### src/rtl/audio_sched_if.sv
// rtl/audio_sched_if.sv - request/sample bundle between audio sources and the DAC scheduler
interface audio_sched_if;
  logic [2:0] req;
  logic [5:0] d0;
  logic [5:0] d1;
  logic [5:0] d2;
  logic       mute;
  logic [2:0] gnt;
  logic [5:0] q;
  logic       busy;

  modport master (output req, d0, d1, d2, mute, input gnt, q, busy);
  modport slave  (input req, d0, d1, d2, mute, output gnt, q, busy);
endinterface

### src/rtl/audio_sched.sv
// rtl/audio_sched.sv - round-robin arbiter feeding one held 6-bit sample to a sigma-delta DAC
module audio_sched #(
  parameter int unsigned HOLD = 8
) (
  input  logic          clk,
  input  logic          rst,
  audio_sched_if.slave  bus
);

  localparam logic [1:0] S_IDLE = 2'd0;
  localparam logic [1:0] S_LOAD = 2'd1;
  localparam logic [1:0] S_HOLD = 2'd2;

  logic [1:0] state_q, state_d;
  logic [1:0] sel_q, sel_d;
  logic [1:0] last_q, last_d;
  logic [7:0] cnt_q, cnt_d;
  logic [2:0] gnt_q, gnt_d;
  logic [5:0] q_q, q_d;

  logic [1:0] c0, c1, c2;
  logic [1:0] win;
  logic [5:0] d_sel;

  function automatic logic [1:0] nxt(input logic [1:0] s);
    return (s == 2'd2) ? 2'd0 : s + 2'd1;
  endfunction

  // Rotation starts just after the last winner; earliest candidate in the order wins.
  always_comb begin
    c0  = nxt(last_q);
    c1  = nxt(c0);
    c2  = nxt(c1);
    win = c2;
    if (bus.req[c1]) win = c1;
    if (bus.req[c0]) win = c0;
  end

  always_comb begin
    case (sel_q)
      2'd0:    d_sel = bus.d0;
      2'd1:    d_sel = bus.d1;
      default: d_sel = bus.d2;
    endcase
  end

  always_comb begin
    state_d = state_q;
    sel_d   = sel_q;
    last_d  = last_q;
    cnt_d   = cnt_q;
    gnt_d   = 3'b000;
    q_d     = q_q;
    case (state_q)
      S_IDLE: begin
        if (|bus.req) begin
          sel_d   = win;
          last_d  = win;
          gnt_d   = 3'b001 << win;
          state_d = S_LOAD;
        end
      end
      S_LOAD: begin
        q_d     = d_sel;
        cnt_d   = 8'(HOLD - 1);
        state_d = S_HOLD;
      end
      S_HOLD: begin
        if (cnt_q == 8'd0) state_d = S_IDLE;
        else               cnt_d   = cnt_q - 8'd1;
      end
      default: state_d = S_IDLE;
    endcase
    // Mute overrides the sample only; arbitration and timing carry on untouched.
    if (bus.mute) q_d = 6'd0;
  end

  always_ff @(posedge clk or posedge rst) begin
    if (rst) begin
      state_q <= S_IDLE;
      sel_q   <= 2'd0;
      last_q  <= 2'd2;
      cnt_q   <= 8'd0;
      gnt_q   <= 3'b000;
      q_q     <= 6'd0;
    end else begin
      state_q <= state_d;
      sel_q   <= sel_d;
      last_q  <= last_d;
      cnt_q   <= cnt_d;
      gnt_q   <= gnt_d;
      q_q     <= q_d;
    end
  end

  assign bus.gnt  = gnt_q;
  assign bus.q    = q_q;
  assign bus.busy = (state_q != S_IDLE);

endmodule

### src/flat_wrapper.sv
// flat-port wrapper written by rule: the top's interface ports become plain ports
module audio_sched_flat 
#(
  parameter int unsigned HOLD = 8
)
  (clk, rst, bus_req, bus_d0, bus_d1, bus_d2, bus_mute, bus_gnt, bus_q, bus_busy);
  audio_sched_if bus_i ();
  input  logic clk;
  input  logic rst;
  input wire logic [$bits(bus_i.req)-1:0] bus_req;
  input wire logic [$bits(bus_i.d0)-1:0] bus_d0;
  input wire logic [$bits(bus_i.d1)-1:0] bus_d1;
  input wire logic [$bits(bus_i.d2)-1:0] bus_d2;
  input wire logic [$bits(bus_i.mute)-1:0] bus_mute;
  output wire logic [$bits(bus_i.gnt)-1:0] bus_gnt;
  output wire logic [$bits(bus_i.q)-1:0] bus_q;
  output wire logic [$bits(bus_i.busy)-1:0] bus_busy;
  assign bus_i.req = bus_req;
  assign bus_i.d0 = bus_d0;
  assign bus_i.d1 = bus_d1;
  assign bus_i.d2 = bus_d2;
  assign bus_i.mute = bus_mute;
  assign bus_gnt = bus_i.gnt;
  assign bus_q = bus_i.q;
  assign bus_busy = bus_i.busy;
  audio_sched #(.HOLD(HOLD)) u_core (.clk(clk), .rst(rst), .bus(bus_i));
endmodule
### config.mk
export PLATFORM = sky130hd
export DESIGN_NAME = audio_sched_flat
export DESIGN_NICKNAME = d
export VERILOG_FILES = /design/src/rtl/audio_sched_if.sv /design/src/rtl/audio_sched.sv /design/src/flat_wrapper.sv
export SDC_FILE = /design/constraint.sdc
export NUM_CORES = 1
export LEC_CHECK = 0
export ABC_AREA = 0
export CORE_ASPECT_RATIO = 2
export CORE_MARGIN = 3
export CORE_UTILIZATION = 45
export CTS_CLUSTER_SIZE = 40
export DETAILED_ROUTE_END_ITERATION = 8
export DONT_BUFFER_PORTS = 1
export REMOVE_ABC_BUFFERS = 1
export SLEW_MARGIN = 10
export SYNTH_ARGS = -nofsm -noshare
export SYNTH_HDL_FRONTEND = slang
export SYNTH_SLANG_ARGS = --single-unit
### constraint.sdc
create_clock -name clk -period 1.9 [get_ports clk]
set_clock_uncertainty 0.1 [all_clocks]
set_input_delay 0.38 -clock clk [delete_from_list [all_inputs] [get_ports clk]]
set_output_delay 0.38 -clock clk [all_outputs]
set_load 0.1 [all_outputs]
==> flow_metrics.py, run 1 <==
metrics = {
    "power_and_ir_drop": {
        "seqPwrFrac": 0.339,
        "combPwrFrac": 0.543,
        "power_switching_w": 0.001269,
        "p_int_w": 0.001227,
        "leakage_nw": 0.6671,
        "netSwitchingFraction": 0.5084,
        "vdd_drop_max_v": 0.001275,
        "p_total_w": 0.002495,
        "pwr-share-clk": 0.118,
        "power_density_mw_per_mm2": 1687,
    },
    "clock_tree": {
        "cts_made_buffers": 3,
        "cts_htree_levels": 1,
        "cts_tree": "built",
        "cts-root-buf": "clkbuf_8",
        "cts_sinks": 22,
        "clk_pin_slew_ns": 0.07,
        "clockBufferDepth": 2,
        "cts_setup_buffers": 0,
        "insertion_delay_ns": 0.26,
    },
    "logic_synthesis": {
        "synth_edf_count": 0,
        "ys_warn_count": 0,
        "async_reset_ff_frac": 1.000,
        "synthTopCellsByCount": "21 x dfrtp_1, 12 x a21oi_1, 11 x nand2_1, 11 x nand2b_1, 10 x nor2_1",
        "synth.yosys.seq_area_share": 0.4244,
        "synth_xor_area_frac": 0,
        "syn_inst": 135,
        "synth.area.top_cells": "dfrtp_1 40%, nand2b_1 5.3%, mux2_2 5.2%",
        "post-synth-top-count-cell": "dfrtp_1",
        "synth_compound_gate_area_share": 0.2175,
        "synthFlopType": "dfrtp_1",
        "syn_area_sq_mm": 0.001300,
        "avgSynthCellArea_sq_um": 9.630,
        "synthAdderAreaFrac": 0.01925,
        "synth_top_family_by_area": "simple AND/OR/NAND/NOR gates",
        "synth_cell_types": 38,
        "synth-simple-area-share": 0.2223,
        "synth_seq_cells": 22,
        "muxShareOfSynthArea": 0.07507,
        "yosysTopAreaCell": "dfrtp_1",
        "synth_top_area_frac": 0.4042,
    },
    "floorplanning": {
        "die-area_sq_mm": 0.003609,
        "die_h_um": 82.01,
        "die_w_um": 44.01,
        "initial_core_util": 0.4693,
        "row_count": 27,
        "num_io_pins": 34,
        "core_sq_mm": 0.002770,
    },
    "cells_and_area": {
        "syn2layout_area_growth_pct": 13.76,
        "fin_cells": 176,
        "layout-drive-gt1-share": 0.2313,
        "final_core_util": 0.5339,
        "nets": 174,
        "antenna_cells": 0,
    },
    "detailed_routing": {
        "wl_per_cell_um": 15.85,
        "drc_errors": 0,
        "postRouteWirelength_um": 2789,
        "detail-route-antenna-nets": 0,
        "drt_iter0_drc": 53,
        "post_drt_via_cell_ratio": 6.034,
        "via_count": 1062,
        "drtPass1Iterations": 5,
    },
    "timing": {
        "slew_headroom": 0.6493,
        "setup_violations": 0,
        "slew_violations": 0,
        "fin_crit_ns": 1.813,
        "max_freq_mhz": 551.4,
        "period_share": 0.9544,
        "tightestPinTransition_ns": 0.5213,
        "hold_viol": 0,
        "finalSetupTns_ns": 0,
        "rsz0062_at_grt": "false",
        "whs_ns": 0.07152,
    },
    "critical_path": {
        "critPathMaxFanout": 4,
        "worstSetupPathType": "reg -> reg",
        "r2r_slack_ns": 0.09,
        "end_kind": "flop",
        "r2r-end": "u_core.state_q[1]",
        "required_ns": 1.92,
        "path_cells": "inv_1 -> ha_2 -> or4b_4 -> o31ai_4 -> o21ai_0",
        "worstRegToRegCells": 5,
        "cp.arrival_ns": 1.83,
        "startpoint": "u_core.cnt_q[0]",
        "crit_end": "u_core.state_q[1]",
        "critical_path.max_stage_delay_ns": 0.51,
        "r2r_start": "u_core.cnt_q[0]",
        "crit_slowest_cell": "or4b_4",
        "crit_path_start_kind": "flop",
    },
    "global_routing": {
        "grt_max_degree": 23,
        "grt_usage": 0.1672,
        "grt_pass1_wl_um": 4533,
        "antenna_found_initial": 0,
        "overflow": 0,
        "grt_pass1_vias": 1074,
    },
    "min_path": {
        "hold_class": "in -> reg",
    },
    "flow_run": {
        "cap_violations": 0,
    },
    "placed_design": {
        "dp_cells": 171,
        "dp_hpwl_um": 2214,
        "gp_congestion": 0.8073,
        "port_buffers": 0,
    },
    "outcome": {
        "status": "completed",
    },
}
[worst min path at each step]
stage | startpoint | to | slack [ns] | cells after the start
3_5_place_dp | rst | u_core.bus.gnt[0] | 0.23 | 2
5_1_grt | bus_mute | u_core.bus.q[5] | 0.06 | 1
4_1_cts | bus_mute | u_core.bus.q[1] | 0.06 | 1
2_1_floorplan | rst | u_core.bus.gnt[0] | 0.27 | 1
6_report | bus_mute | u_core.bus.q[1] | 0.07 | 1
3_3_place_gp | rst | u_core.bus.gnt[0] | 0.22 | 2
[through the flow]
step	cell area [sq um]	worst slack, ns
after floorplan	1272	0.01245
after global placement	1419	0.1165
after detailed placement	1419	0.07162
after CTS	1474	0.03736
after global routing	1479	0.01314
final	1479	0.08657
[critical path: cells and delay by family (launching register included)]
kind,cells,cell delay (ns)
flops,1,0.39
buf+inv,1,0.12
fa+ha+maj,1,0.22
simple gates,1,0.51
compound gates,2,0.33
[cells in the final DEF (no fill, tap or decap), types with 2 or more instances in the layout]
| cell | count |
|---|---|
| dfrtp_1 | 19 |
| nand2_1 | 11 |
| nor2_1 | 10 |
| o211a_1 | 3 |
| mux2i_1 | 3 |
| o21ai_0 | 3 |
| nand3_1 | 2 |
| mux2_2 | 6 |
| nand2b_1 | 11 |
| a211oi_1 | 3 |
| o211ai_1 | 7 |
| buf_4 | 12 |
| nor3_1 | 3 |
| clkbuf_8 | 3 |
| dfrtp_2 | 2 |
| nor2b_1 | 3 |
| a21oi_1 | 12 |
| or2_2 | 2 |
| nand3b_1 | 2 |
| inv_1 | 6 |
[layer usage]
metal | global-route usage | vias up | wire [um]
li1 | - | 510 | -
met1 | 0.1575 | 519 | 1010
met2 | 0.3158 | 26 | 1627
met3 | 0.02851 | 7 | 90
met4 | 0.1027 | 0 | 61
met5 | 0 | - | 0
[logic make-up (layout without fill, tap and decap cells)]
family | count (synthesis) | after routing
and+or+nand+nor | 51 | 51
AOI/OAI and AO/OA | 38 | 38
DFF | 22 | 22
buffers and inverters | 13 | 25
muxes | 9 | 9
adders and majority gates | 2 | 2
[power groups by stage]
stage	clock [W]	sequential (W)	combinational, W
final	0.000294	0.000846	0.00136
after detailed placement	0	0.000849	0.00136
after global placement	0	0.000839	0.00134
after global routing	0.000322	0.000876	0.00145
after CTS	0.000307	0.000837	0.00136
after floorplan	0	0.00120	0.000642
[layout make-up]
class,count,area [sq um]
Timing Repair Buffer,14,120.1
Fill cell,256,1291
Tap cell,29,36.28
Sequential cell,22,554.3
Clock buffer,4,45.04
Inverter,7,26.28
Multi-Input combinational cell,100,696.9
[flip-flops by register name (all words and copies together) (netlist names)]
name	flops
u_core.bus.gnt	3
u_core.bus.q	6
u_core.cnt_q	8
u_core.last_q	2
u_core.sel_q	1
u_core.state_q	2
[timing repair]
item / 4_1_cts / 5_1_grt
hold buffers: 1 / 0
gates resized for setup: 0 / 4
endpoints found under the setup margin: 0 / 5
hold endpoints to repair: 21 / 0
No activity file was read; power rests on OpenSTA's default activity.
==> run 2, diff against run 1 <==
--- a/config.mk
+++ b/config.mk
@@ -13,7 +13,7 @@
 export DETAILED_ROUTE_END_ITERATION = 8
 export DONT_BUFFER_PORTS = 1
 export REMOVE_ABC_BUFFERS = 1
-export SLEW_MARGIN = 10
+export SLEW_MARGIN = 0
 export SYNTH_ARGS = -nofsm -noshare
 export SYNTH_HDL_FRONTEND = slang
 export SYNTH_SLANG_ARGS = --single-unit
==> results of run 2 <==
The final DEF is identical to that of run 1; final timing and power are the same.
==> run 3, diff against run 2 <==
--- a/config.mk
+++ b/config.mk
@@ -13,6 +13,7 @@
 export DETAILED_ROUTE_END_ITERATION = 8
 export DONT_BUFFER_PORTS = 1
 export REMOVE_ABC_BUFFERS = 1
+export SETUP_SLACK_MARGIN = 0.2
 export SLEW_MARGIN = 0
 export SYNTH_ARGS = -nofsm -noshare
 export SYNTH_HDL_FRONTEND = slang
==> run 3 against run 2 <==
Effect of this change:
- routed wire length is 6.3% higher
- utilization increased by 3.2 points
- critical path depth did not move
- sequential share of layout area down 2.1 points
- count of clock-buffer cells in the layout unchanged
- largest cell class unchanged
- total power grew 6.4%
- worst setup slack better by 0.10 ns
- global-route usage increased by 0.62 points
==> flow_metrics.py, run 3 (synthesis results as in run 1) <==
metrics = {
    "outcome": {
        "status": "completed",
    },
    "cells_and_area": {
        "layout_commonest_cell": "buf_4",
        "nets": 183,
        "final_area_sq_mm": 0.001568,
        "most-common-layout-cells": "21 x buf_4, 19 x dfrtp_1, 12 x a21oi_1, 11 x nand2b_1, 11 x nand2_1",
        "regMostFlops": "u_core.cnt_q",
        "largest_reg_flops": 8,
        "fillerInstances": 245,
        "antenna_cells": 0,
        "seqCellArea_sq_um": 554.3,
        "syn2layout_area_growth_pct": 20.60,
        "layout-drive-gt1-share": 0.2949,
        "multiInputGateArea_sq_um": 718.2,
    },
    "clock_tree": {
        "clockBufferDepth": 2,
        "cts_made_buffers": 3,
        "cts_sinks": 22,
        "cts-root-buf": "clkbuf_8",
        "clk_pin_slew_ns": 0.07,
        "cts_tree": "built",
        "cts_htree_levels": 1,
        "insertion_delay_ns": 0.26,
    },
    "critical_path": {
        "required_ns": 1.93,
        "worstSetupPathType": "reg -> reg",
        "critPathMaxFanout": 3,
        "r2r_start": "u_core.cnt_q[1]",
        "worstRegToRegCells": 5,
        "path_cells": "inv_2 -> ha_4 -> or4b_4 -> o31ai_4 -> a211oi_1",
        "path_delay_family": "simple AND/OR/NAND/NOR gates",
        "r2r-end": "u_core.cnt_q[1]",
        "r2r_slack_ns": 0.19,
        "path_buf_inv": 1,
        "end_kind": "flop",
        "cp.arrival_ns": 1.74,
        "crit_path_start_kind": "flop",
        "crit_slowest_cell": "or4b_4",
        "critical_path.max_stage_delay_ns": 0.50,
    },
    "floorplanning": {
        "die-area_sq_mm": 0.003609,
        "core_sq_mm": 0.002770,
        "row_count": 27,
        "initial_core_util": 0.4693,
        "die_h_um": 82.01,
        "num_io_pins": 34,
        "die_w_um": 44.01,
    },
    "power_and_ir_drop": {
        "pwr-share-clk": 0.111,
        "p_int_w": 0.001338,
        "combPwrFrac": 0.583,
        "netSwitchingFraction": 0.4962,
        "seqPwrFrac": 0.306,
        "leakage_nw": 0.7167,
        "vdd_drop_max_v": 0.001303,
        "power_switching_w": 0.001317,
        "power_density_mw_per_mm2": 1693,
    },
    "global_routing": {
        "grt_pass1_wl_um": 4685,
        "grt_pass1_vias": 1085,
        "antenna_found_initial": 0,
        "grt_max_degree": 23,
        "overflow": 0,
        "grt_usage": 0.1734,
    },
    "detailed_routing": {
        "drtPass1Iterations": 4,
        "post_drt_via_cell_ratio": 6.022,
        "wl_per_cell_um": 16.03,
        "drt_iter0_drc": 37,
        "detail-route-antenna-nets": 0,
        "postRouteWirelength_um": 2966,
        "via_count": 1114,
        "drc_errors": 0,
    },
    "timing": {
        "tightestPinTransition_ns": 0.4311,
        "rsz0062_at_grt": "true",
        "max_freq_mhz": 585.2,
        "hold_viol": 0,
        "slew_violations": 0,
        "period_share": 0.8994,
        "slew_headroom": 0.7086,
        "fin_crit_ns": 1.709,
        "setup_violations": 0,
        "finalSetupTns_ns": 0,
        "fin_ws_ns": 0.1911,
    },
    "placed_design": {
        "dp_hpwl_um": 2214,
        "place_ws_ns": 0.07162,
        "gp_congestion": 0.8073,
        "placed_area_sq_mm": 0.001419,
        "port_buffers": 0,
    },
    "min_path": {
        "hp-start": "bus_mute",
        "hold_class": "in -> reg",
        "holdPathEnd": "u_core.bus.q[1]",
        "holdPathStages": 1,
    },
    "flow_run": {
        "cap_violations": 0,
    },
}
-- run 3: timing repair --
item | in CTS | in global routing
buffers inserted | 5 | 4
gates cloned | 0 | 0
hold buffers | 1 | 0
endpoints found under the setup margin | 7 | 8
gates resized for setup | 7 | 2
hold endpoints to repair | 21 | 0
pin swaps | 4 | 1
-- run 3: worst max-delay path by stage --
stage	from	to	slack (ns)	cells after the start
after floorplan	u_core.state_q[1]	u_core.last_q[0]	0.01	4
after global placement	u_core.cnt_q[1]	u_core.state_q[1]	0.12	5
after detailed placement	u_core.cnt_q[1]	u_core.cnt_q[1]	0.07	5
after CTS	u_core.cnt_q[1]	u_core.cnt_q[1]	0.16	5
after global routing	u_core.cnt_q[1]	u_core.cnt_q[1]	0.14	5
final	u_core.cnt_q[1]	u_core.cnt_q[1]	0.19	5
-- run 3: power groups by stage --
stage	combinational, W	clock [W]	sequential, W
6_report	0.00155	0.000294	0.000812
5_1_grt	0.00166	0.000323	0.000833
4_1_cts	0.00145	0.000307	0.000842
3_5_place_dp	0.00136	0	0.000849
3_3_place_gp	0.00134	0	0.000839
2_1_floorplan	0.000642	0	0.00120
-- run 3: routing by layer --
metal | up-vias | wire length (um) | track usage
met4 | 0 | 52 | 0.1057
met3 | 5 | 123 | 0.02851
met2 | 32 | 1733 | 0.3260
met5 | - | 0 | 0
met1 | 550 | 1057 | 0.1658
li1 | 527 | - | -
-- run 3: area by class of cell --
| class | count | share of cell area |
|---|---|---|
| multi-input cells | 100 | 0.4581 |
| flip-flops and latches | 22 | 0.3536 |
| repair buffers | 23 | 0.1197 |
| clock buffers | 4 | 0.02873 |
| well taps | 29 | 0.02314 |
| inverters | 7 | 0.01676 |
-- run 3: per-stage QoR --
| step | cells | util | total power [W] | hold slack (ns) |
|---|---|---|---|---|
| floorplan | 129 | - | 0.001847 | 0.2685 |
| global placement | 171 | 0.5122 | 0.002179 | 0.2237 |
| detailed placement | 171 | 0.5122 | 0.002207 | 0.2311 |
| CTS | 181 | 0.5510 | 0.002595 | 0.06452 |
| global route | 185 | 0.5659 | 0.002815 | 0.05767 |
| finish | 185 | 0.5659 | 0.002655 | 0.07141 |
==> RTL change, RTL diff (flow settings as in run 2) <==
`q_q` no longer has a reset.
--- a/src/rtl/audio_sched.sv
+++ b/src/rtl/audio_sched.sv
@@ -82,15 +82,17 @@
       last_q  <= 2'd2;
       cnt_q   <= 8'd0;
       gnt_q   <= 3'b000;
-      q_q     <= 6'd0;
     end else begin
       state_q <= state_d;
       sel_q   <= sel_d;
       last_q  <= last_d;
       cnt_q   <= cnt_d;
       gnt_q   <= gnt_d;
-      q_q     <= q_d;
     end
+  end
+
+  always_ff @(posedge clk) begin
+    q_q <= q_d;
   end
 
   assign bus.gnt  = gnt_q;
Formal check against the unedited RTL: differs if rst is asserted again (counterexample within 4 cycles, from zero or initial values and one cycle with rst high); with rst held inactive, the same outputs for 10 cycles.
==> RTL change against run 2 <==
  * The run now ends with negative hold slack left
  * Worst setup slack improved by 0.073 ns
  * Critical path depth decreased by 2
  * Power decreased by 3.0%
  * Sequential cell count unchanged
  * Sequential power decreased by 5.4%
  * Design area decreased by 6.1%
  * Synthesized area decreased by 7.4%
  * Routed wire length decreased by 13%
  * Critical endpoint is now bus_busy
  * Largest cell class unchanged
  * Highest routed layer unchanged
==> RTL change: results (changes against run 2) <==
[metrics] maximum vdd ir drop: 1.16 mV (was 1.27 mV)
[metrics] net total in the final layout: 173 (was 174)
[metrics] met3 routed WL: 77 um (was 90 um)
[metrics] vias in the first global route: 1033 (was 1074)
[metrics] largest cells by area after synthesis: dfrtp_1 31%, mux2i_1 11%, dfxtp_1 10%, nand2_1 6.2%, nor2_1 4.4% (was dfrtp_1 40%, nand2b_1 5.3%, mux2_2 5.2%, a21oi_1 4.6%, o211ai_1 4.0%)
[metrics] Setup Slack @ Placement: 0.165 ns (was 0.0716 ns)
[metrics] failing checks: negative hold slack
[metrics] DRC violation total after the first TritonRoute iteration: 21 (was 53)
[metrics] M1 WL: 909 um (was 1010 um)
[metrics] slowest CP cell: dfrtp_1 (was or4b_4)
[metrics] largest fanout on the critical path: 9 (was 4)
[metrics] final-layout worst hold slack: -0.0278 ns (was 0.0715 ns)
[metrics] post-synthesis async set-or-reset flop share: 0.727 (was 1.00)
[metrics] routed wire length: 2440 um (was 2790 um)
[metrics] global-route usage over all layers: 0.161 (was 0.167)
[metrics] adder-cell area share of the yosys netlist: 0.0208 (was 0.0192)
[metrics] crit-path max cell delay: 0.49 ns (was 0.51 ns)
[metrics] share of final-layout standard cells stronger than drive strength 1: 0.158 (was 0.231)
[metrics] largest net degree at the start of global routing: 17 (was 23)
[metrics] Data arrival, critical path: 1.26 ns (was 1.83 ns)
[metrics] result of the run: finished with violations (was completed)
[metrics] HPWL after detailed placement: 1930 um (was 2210 um)
[metrics] Hold Vio Cnt, Final: 15 (was 0)
[metrics] cell types with the highest counts after synthesis: 20 x nand2_1, 15 x dfrtp_1, 14 x nor2_1 (was 21 x dfrtp_1, 12 x a21oi_1, 11 x nand2_1, 11 x nand2b_1, 10 x nor2_1)
[metrics] Synth Area in Compound Gates: 0.151 (was 0.218)
[metrics] slew of the pin with the lowest slew margin: 0.599 ns (was 0.521 ns)
[metrics] drt first pass iters: 4 (was 5)
RTL change: power by group through the flow:
stage | Clock (mW) | Combinational (mW) | Sequential, mW
3_3_place_gp | 0 | 1.32 | 0.799
2_1_floorplan | 0 | 0.594 | 1.20
5_1_grt | 0.315 | 1.45 | 0.835
4_1_cts | 0.299 | 1.34 | 0.796
6_report | 0.285 | 1.34 | 0.800
3_5_place_dp | 0 | 1.33 | 0.806
RTL change: per-stage QoR:
stage / TNS (ns) / cell area, um2 / hold WS (ns) / cells / util
global placement: 0 / 1330 / 0.284 / 169 / 0.538
CTS: 0 / 1380 / 0.00981 / 173 / 0.556
global route: -0.00226 / 1390 / 0.0168 / 173 / 0.562
detailed placement: 0 / 1330 / 0.290 / 169 / 0.538
floorplan: 0 / 1180 / 0.193 / 128 / -
finish: 0 / 1390 / -0.0278 / 173 / 0.562
RTL change: layout make-up:
class                   count  area [um2]
fillers                   238        1080
repair buffers             14         118
inverters                   8        30.0
well taps                  27        33.8
clock buffers               4        45.0
flip-flops and latches     22         522
multi-input cells          98         641
RTL change: per-layer routing:
layer,up-vias,GRT usage
li1,497,-
met1,481,0.167
met2,17,0.310
met3,2,0.0204
met4,0,0.0654
met5,-,0
RTL change: repair_timing:
action	CTS	global route
endpoints found under the setup margin	0	4
hold buffers	0	0
hold endpoints to repair	0	0
gates resized for setup	0	3
setup buffers	0	0
RTL change: cell families after synthesis:
logic type	count (synthesis)
adders and majority gates	2
and+or+nand+nor	57
DFF	22
buffers and inverters	14
muxes	13
AOI/OAI and AO/OA	26
RTL change: worst paths after layout:
kind                                                    start                           end  slack (ns)  cells past startpoint
worst max-delay path            u_core.state_q[1]$_DFFE_PP0P_                      bus_busy        0.16                      3
worst min-delay path                                      rst   u_core.cnt_q[1]$_DFFE_PP0P_       -0.03                      1
worst max register to register    u_core.cnt_q[5]$_DFFE_PP0P_   u_core.cnt_q[7]$_DFFE_PP0P_        0.16                      4
worst min register to register    u_core.cnt_q[4]$_DFFE_PP0P_   u_core.cnt_q[4]$_DFFE_PP0P_        0.47                      2
max in group asynchronous                                 rst   u_core.cnt_q[2]$_DFFE_PP0P_        1.33                      1
min in group clk                                     bus_mute  u_core.bus.q[2]$_SDFFE_PP0P_        0.09                      1
